$ cat src/rtl/seq_mag_comp_pkg.sv
// Shared types and elaboration helpers for the sequential magnitude comparator.
package seq_mag_comp_pkg;

  typedef enum logic [1:0] {
    IDLE = 2'd0,
    RUN  = 2'd1,
    DONE = 2'd2
  } state_t;

  // Exactly one of lt/eq/gt is set once a compare has completed.
  typedef struct packed {
    logic lt;
    logic eq;
    logic gt;
  } result_t;

  localparam result_t RES_NONE = '{lt: 1'b0, eq: 1'b0, gt: 1'b0};
  localparam result_t RES_EQ   = '{lt: 1'b0, eq: 1'b1, gt: 1'b0};

  // Width of the digit counter, which must be able to hold the value ndig.
  function automatic int cnt_width(input int ndig);
    return (ndig < 1) ? 1 : $clog2(ndig + 1);
  endfunction

  function automatic bit params_ok(input int width, input int digit);
    return (width >= 2) && (digit >= 1) && (digit <= width) && ((width % digit) == 0);
  endfunction

endpackage

$ cat src/rtl/seq_mag_comp_digit_cmp.sv
// Combinational DIGIT-bit unsigned comparator used once per cycle in RUN.
module digit_cmp #(
  parameter int DIGIT = 2
) (
  input  logic [DIGIT-1:0] x,
  input  logic [DIGIT-1:0] y,
  output logic             dlt,
  output logic             dgt
);

  assign dlt = (x < y);
  assign dgt = (x > y);

endmodule

$ cat src/rtl/seq_mag_comp.sv
// Multi-cycle MSB-first magnitude comparator, DIGIT bits per cycle.
// Define SEQ_MAG_COMP_SIGNED_EN to add the sgn input for two's-complement compares.
module seq_mag_comp
  import seq_mag_comp_pkg::*;
#(
  parameter int WIDTH      = 8,
  parameter int DIGIT      = 2,
  parameter int EARLY_EXIT = 1
) (
  input  logic                                   clk,
  input  logic                                   rst_n,
  input  logic                                   start,
  input  logic [WIDTH-1:0]                       a,
  input  logic [WIDTH-1:0]                       b,
`ifdef SEQ_MAG_COMP_SIGNED_EN
  input  logic                                   sgn,
`endif
  output logic                                   busy,
  output logic                                   done,
  output logic                                   lt,
  output logic                                   eq,
  output logic                                   gt,
  output logic [cnt_width(WIDTH/DIGIT)-1:0]      cycles
);

  localparam int NDIG = WIDTH / DIGIT;
  localparam int CW   = cnt_width(NDIG);
  localparam bit EE   = (EARLY_EXIT != 0);

  generate
    if (!params_ok(WIDTH, DIGIT)) begin : g_bad_params
      $error("seq_mag_comp: WIDTH must be >= 2 and a multiple of DIGIT");
    end
  endgenerate

  // Handshake: a start seen in IDLE is accepted at that edge and busy rises;
  // busy stays high through RUN and DONE, done pulses for the single DONE
  // cycle, and starts seen while busy are dropped rather than queued.

  state_t           state;
  logic [WIDTH-1:0] sa;
  logic [WIDTH-1:0] sb;
  logic [CW-1:0]    idx;
  logic             diff_seen;
  result_t          diff_res;
  result_t          res;

  logic [WIDTH-1:0] load_a;
  logic [WIDTH-1:0] load_b;
  logic             dlt;
  logic             dgt;
  logic             dig_diff;
  logic             last_digit;
  result_t          dig_res;
  result_t          final_res;

  // Flipping both sign bits maps two's-complement order onto unsigned order.
  always_comb begin
    load_a = a;
    load_b = b;
`ifdef SEQ_MAG_COMP_SIGNED_EN
    if (sgn) begin
      load_a[WIDTH-1] = ~a[WIDTH-1];
      load_b[WIDTH-1] = ~b[WIDTH-1];
    end
`endif
  end

  digit_cmp #(
    .DIGIT (DIGIT)
  ) u_digit_cmp (
    .x   (sa[WIDTH-1 -: DIGIT]),
    .y   (sb[WIDTH-1 -: DIGIT]),
    .dlt (dlt),
    .dgt (dgt)
  );

  assign dig_diff   = dlt | dgt;
  assign last_digit = (idx == CW'(NDIG - 1));
  assign dig_res    = '{lt: dlt, eq: 1'b0, gt: dgt};

  // The earliest differing digit decides; with early exit diff_seen never sets.
  always_comb begin
    final_res = RES_EQ;
    if (diff_seen) begin
      final_res = diff_res;
    end else if (dig_diff) begin
      final_res = dig_res;
    end
  end

  always_ff @(posedge clk or negedge rst_n) begin
    if (!rst_n) begin
      state     <= IDLE;
      busy      <= 1'b0;
      done      <= 1'b0;
      res       <= RES_NONE;
      cycles    <= '0;
      sa        <= '0;
      sb        <= '0;
      idx       <= '0;
      diff_seen <= 1'b0;
      diff_res  <= RES_NONE;
    end else begin
      case (state)
        IDLE: begin
          done <= 1'b0;
          if (start) begin
            sa        <= load_a;
            sb        <= load_b;
            idx       <= '0;
            diff_seen <= 1'b0;
            diff_res  <= RES_NONE;
            busy      <= 1'b1;
            state     <= RUN;
          end
        end
        RUN: begin
          sa  <= sa << DIGIT;
          sb  <= sb << DIGIT;
          idx <= idx + CW'(1);
          if (last_digit || (EE && dig_diff)) begin
            // idx+1 equals NDIG on the last digit, so one expression covers both exits.
            res    <= final_res;
            cycles <= idx + CW'(1);
            done   <= 1'b1;
            state  <= DONE;
          end else if (dig_diff && !diff_seen) begin
            diff_seen <= 1'b1;
            diff_res  <= dig_res;
          end
        end
        DONE: begin
          done  <= 1'b0;
          busy  <= 1'b0;
          state <= IDLE;
        end
        default: begin
          done  <= 1'b0;
          busy  <= 1'b0;
          state <= IDLE;
        end
      endcase
    end
  end

  assign lt = res.lt;
  assign eq = res.eq;
  assign gt = res.gt;

endmodule

$ cat config.mk
export PLATFORM = sky130hd
export DESIGN_NAME = seq_mag_comp
export DESIGN_NICKNAME = d
export VERILOG_FILES = /design/src/rtl/seq_mag_comp_pkg.sv /design/src/rtl/seq_mag_comp_digit_cmp.sv /design/src/rtl/seq_mag_comp.sv
export SDC_FILE = /design/constraint.sdc
export NUM_CORES = 1
export LEC_CHECK = 0
export CORE_ASPECT_RATIO = 1.5
export CORE_MARGIN = 4
export CORE_UTILIZATION = 35
export CTS_BUF_LIST = sky130_fd_sc_hd__clkbuf_2
export DETAILED_ROUTE_END_ITERATION = 12
export PLACE_DENSITY = 0.68
export RECOVER_POWER = 25
export SLEW_MARGIN = 20
export SYNTH_ARGS = -nofsm -noshare
export SYNTH_HDL_FRONTEND = slang
export SYNTH_SLANG_ARGS = --single-unit
$ cat constraint.sdc
create_clock -name clk -period 2.55 [get_ports clk]
set_clock_uncertainty 0.15 [all_clocks]
set_input_delay 0.6375 -clock clk [delete_from_list [all_inputs] [get_ports clk]]
set_output_delay 0.6375 -clock clk [all_outputs]
set_load 0.005 [all_outputs]
# Word-level counts from Yosys, hierarchy flattened

Index checks and enable logic that the tools add are counted.

Add/sub/neg operators: 1
Order comparisons: 2
Equal/unequal tests: 6
Mux-type cells: 22
Bitwise operators: 2
Reduce and logical (&&, ||, !) cells: 10

Operators with widths:

| kind                                                             | number |
|---|---|
| 8-bit case mux with 2 select lines                               | 2 |
| 8-bit 2-to-1 mux                                                 | 2 |
| 3-bit 2-to-1 mux                                                 | 5 |
| 3-bit case mux with 2 select lines                               | 2 |
| 2-bit != test (second input constant)                            | 4 |
| 2-bit AND reduction                                              | 4 |
| 1-bit 2-to-1 mux                                                 | 6 |
| 2-bit 2-to-1 mux                                                 | 2 |
| 1-bit case mux with 2 select lines                               | 2 |
| 2-bit case mux with 2 select lines                               | 1 |
| 4-bit AND reduction                                              | 1 |
| 3-bit by 1-bit adder with 3-bit output (second input constant)   | 1 |
| 3-bit by 2-bit == test with 1-bit output (second input constant) | 1 |
| 2-bit by 1-bit == test with 1-bit output (second input constant) | 1 |
| 2-bit greater-than comparator                                    | 1 |
| 2-bit zero test                                                  | 1 |
| 2-bit < comparator                                               | 1 |
| 2-bit nonzero test                                               | 1 |
| 1-bit logical AND                                                | 1 |
| 1-bit zero test                                                  | 1 |
| 1-bit logical OR                                                 | 1 |
| 1-bit inverter                                                   | 1 |
| 1-bit OR                                                         | 1 |

Register bits: 33
Output and inout port bits: 8
Word-level logic and storage cells: 57

# Depth between registers and ports, before layout

Word-level depth: 6
Gate-level depth with buffers: 7
Depth with buffers taken out: 6

# By module

From an unflattened synthesis, not the netlist that was laid out.

Cell total of the unflattened synthesis: 132
Area, all modules: 1472.7 um^2

Modules (own cells, without submodules):

| module       | times used | cells an instance | area each (um^2) | sequential area each (um^2) |
|---|---|---|---|---|
| seq_mag_comp | 1          | 125               | 1407.6           | 800.8 |
| digit_cmp    | 1          | 7                 | 65.1             | 0.0 |

# Worst setup path after synthesis

OpenSTA, ideal clock, no wires.

Kind: register to register
Start point: reg idx[0]
End point: reg cycles[1]
Library setup time: 0.125 ns
Arrival time: 1.422 ns
Data required time: 2.275 ns
Slack: 0.853 ns
Cell stages (with the launch flop): 5
Buffers on the path: 0
Clock period less this slack: 1.697 ns
Cell sequence: dfrtp_1 -> ha_1 -> ha_1 -> o31ai_4 -> mux2_4

Word-level cells in the longest chain between the ends: 3

RTL lines:

| item                                                                                           | line                | RTL |
|---|---|---|
| start: declaration                                                                             | seq_mag_comp.sv:43  | `logic [CW-1:0] idx;` |
| start signal: assignment                                                                       | seq_mag_comp.sv:121 | `idx <= idx + CW'(1);` |
| parallel branches: the longest is 3 deep, another holds 3-bit by 1-bit adder with 3-bit output | -                   |  |
| end signal: assignment                                                                         | seq_mag_comp.sv:125 | `cycles <= idx + CW'(1);` |
| end: declaration                                                                               | seq_mag_comp.sv:23  | `output logic [cnt_width(WIDTH/DIGIT)-1:0] cycles` |

Parallel ways; which one is timed is not known.
A chain may end at the register's enable or synchronous reset.

# Final worst setup path

Start point: reg busy
End point: out busy

RTL lines:

| item                     | line                | RTL |
|---|---|---|
| start: declaration       | seq_mag_comp.sv:18  | `output logic busy,` |
| start signal: assignment | seq_mag_comp.sv:95  | `busy <= 1'b0;` |
| start signal: assignment | seq_mag_comp.sv:114 | `busy <= 1'b1;` |
| start signal: assignment | seq_mag_comp.sv:135 | `busy <= 1'b0;` |

No word-level cell between the ends.

==> reports/qor.csv <==
stage;metric;value;unit
sta;tightest_slew;0.813;ns
routing;vias_per_cell;5.33;
cts;clock_latency;0.36;ns
placement;dp_hpwl;2.18;mm
final_layout;diodes;0;
logic_synthesis;yosysMostFrequentCell;dfrtp_1;
logic_synthesis;ys_types;29;
placement;place_congestion;0.685;
logic_synthesis;synth_cells;152;
logic_synthesis;syn-num-nets;175;
setup_path;slowest_delay;0.50;ns
routing;drc_errors;0;
run;max-cap-violations;0;
logic_synthesis;synth.avg_cell_area;10.2;µm²
sta;period_needed;2.02;ns
sta;setup_tns;0;ns
floorplanning;die_y;89.5;µm
logic_synthesis;synth.cell_area;1550;µm²
power;leakage;0.815;nW
floorplanning;row_count;29;
grt;antenna_found_initial;0;
sta;hold_viol;0;
power;powerDensity;1040;nW/µm²
setup_path;worstPathCellList;clkdlybuf4s50_1;
placement;dpl.cell_count;219;
setup_path;worst-path-buf-inv;1;
placement;io_buffers;26;
final_layout;layoutNonFillerInstCount;226;
floorplanning;die_area;5580;µm²
cts;postCtsSetupBuffers;0;
cts;numCtsBuffers;5;
floorplanning;fp.dieW;62.4;µm
logic_synthesis;synth_edf_count;0;
logic_synthesis;ys_top_cells_by_area;dfrtp_1, a21oi_1, nor2b_1, a22oi_1, o21ai_0;
setup_path;crit_arrival;1.24;ns
setup_path;start_kind;register;
routing;wl_per_cell;14.2;µm
sta;maxSlewViolCount;0;
setup_path;path_delay_family;buffers and inverters;
cts;h-tree-depth;2;
setup_path;cp.required;1.76;ns
sta;period_share;79.4;%
sta;timing.fmax;494;MHz
cts;root_buffer;clkbuf_2;
sta;rsz0062_at_grt;no;
grt;grt_pass1_wl;5.52;mm
setup_path;end_kind;primary output;
power;peakVddDrop;0.548;mV
cts;cts_hold_buf;0;
routing;antenna_left;0;
cts;cts.path.max_buffers;2;
grt;gr-usage-all-layers;12.5;%
logic_synthesis;synth_ff_type;dfrtp_1;
hold_path;hold_path_class;reg -> reg;
logic_synthesis;ys_top_cells_by_count;dfrtp_1, a21oi_1, o21ai_0;
logic_synthesis;ys_seq_elements;32;
final_layout;syn2layout_area_growth;21.1;%
floorplanning;ios;27;
floorplanning;coreArea;4250;µm²
final_layout;drive_gt1_share;9.44;%
logic_synthesis;async_flop_share;100;%
floorplanning;initial_utilization;36.5;%
setup_path;cp_max_fo;2;
setup_path;crit_type;reg -> out;
routing;wirelength;3.20;mm
sta;relSlewSlack;45.8;%
cts;cts.clk_slew.worst_paths;0.16;ns
grt;grt_pass1_vias;1161;
cts;cts-resized-gates;0;
cts;numClockSinks;32;
final_layout;nets;203;
logic_synthesis;ys_warn_count;0;
routing;first_pass_iters;4;
logic_synthesis;synth_top_area_share;51.6;%
status;status;completed;
routing;drtIter0Drc;24;
grt;grt_max_degree;33;
setup_path;regToRegSetupSlack;0.56;ns
grt;grt_overflow;0;
sta;setup_viol;0;
routing;vias;1205;
logic_synthesis;seq_area_frac_synth;51.6;%
logic_synthesis;yosysTopAreaCell;dfrtp_1;
setup_path;cpMaxStageDelayCell;clkdlybuf4s50_1;
cts;cts_tree;done;
==> placed cells by master, fill, tap and decap left out, types with 2 or more instances in the layout <==
| cell type | count |
|---|---|
| nand2_1 | 13 |
| nor2_1 | 3 |
| a22oi_1 | 11 |
| o21a_1 | 3 |
| a2bb2oi_1 | 2 |
| nor2b_1 | 14 |
| ha_1 | 4 |
| o21ai_1 | 6 |
| dfrtp_1 | 32 |
| inv_1 | 6 |
| nand2b_1 | 3 |
| clkdlybuf4s50_1 | 25 |
| o21ai_0 | 16 |
| buf_4 | 3 |
| clkbuf_2 | 7 |
| nor2b_4 | 2 |
| a21oi_1 | 18 |
==> worst paths after layout <==
| path | start | endpoint | cells after the start |
|---|---|---|---|
| setup / recovery | busy | busy | 1 |
| hold / removal | idx[2] | idx[2] | 2 |
| setup reg to reg | idx[0] | cycles[1] | 4 |
| hold reg to reg | idx[2] | idx[2] | 2 |
| max in group asynchronous | rst_n | sa[0] | 2 |
| min in group asynchronous | rst_n | idx[0] | 2 |
==> logic make-up (layout without fill, tap and decap cells) <==
logic type                 after synthesis  count (layout)  synth area share, %
and+or+nand+nor                         39              39                 14.4
AOI/OAI and AO/OA                       60              60                 24.3
buffers and inverters                   15              43                 4.84
muxes                                    2               2                 1.61
adders and majority gates                4               4                 3.23
DFF                                     32              32                 51.6
==> area by class of cell <==
cell class	instances	area [µm²]
multi-input cells	105	676
flip-flops and latches	32	801
clock inverters	1	5.00
fillers	424	2370
inverters	6	22.5
clock buffers	6	30.0
repair buffers	30	288
well taps	46	57.6
==> metal layers <==
metal	up-vias	GRT usage (%)	wire length [µm]
li1	591	-	-
met1	575	15.0	1370
met2	33	20.7	1600
met3	6	3.90	158
met4	0	5.41	64
met5	-	0	0
==> per-stage QoR <==
step | hold slack [ns] | area, µm² | utilization [%] | power [mW] | setup WS [ns]
detailed placement | 0.315 | 1850 | 43.5 | 1.76 | 0.288
CTS | 0.357 | 1880 | 44.3 | 1.99 | 0.479
floorplan | 0.192 | 1550 | - | 1.48 | 0.853
global placement | 0.315 | 1850 | 43.5 | 1.73 | 0.364
finish | 0.350 | 1880 | 44.3 | 1.96 | 0.526
global route | 0.389 | 1880 | 44.3 | 2.16 | 0.434
==> report_power, final <==
part           switching [mW]  internal, mW  total, mW
Clock                   0.164        0.0654      0.230
Combinational           0.457         0.431      0.887
Sequential              0.135         0.707      0.843
Total                   0.756          1.20       1.96
==> sequential cells by signal, indices dropped and copies added, names as in the netlist <==
name       flops
idx            3
diff_seen      1
busy           1
gt             1
state          2
done           1
sb             8
cycles         3
sa             8
diff_res       2
lt             1
eq             1
No activity file was read; power rests on OpenSTA's default activity.
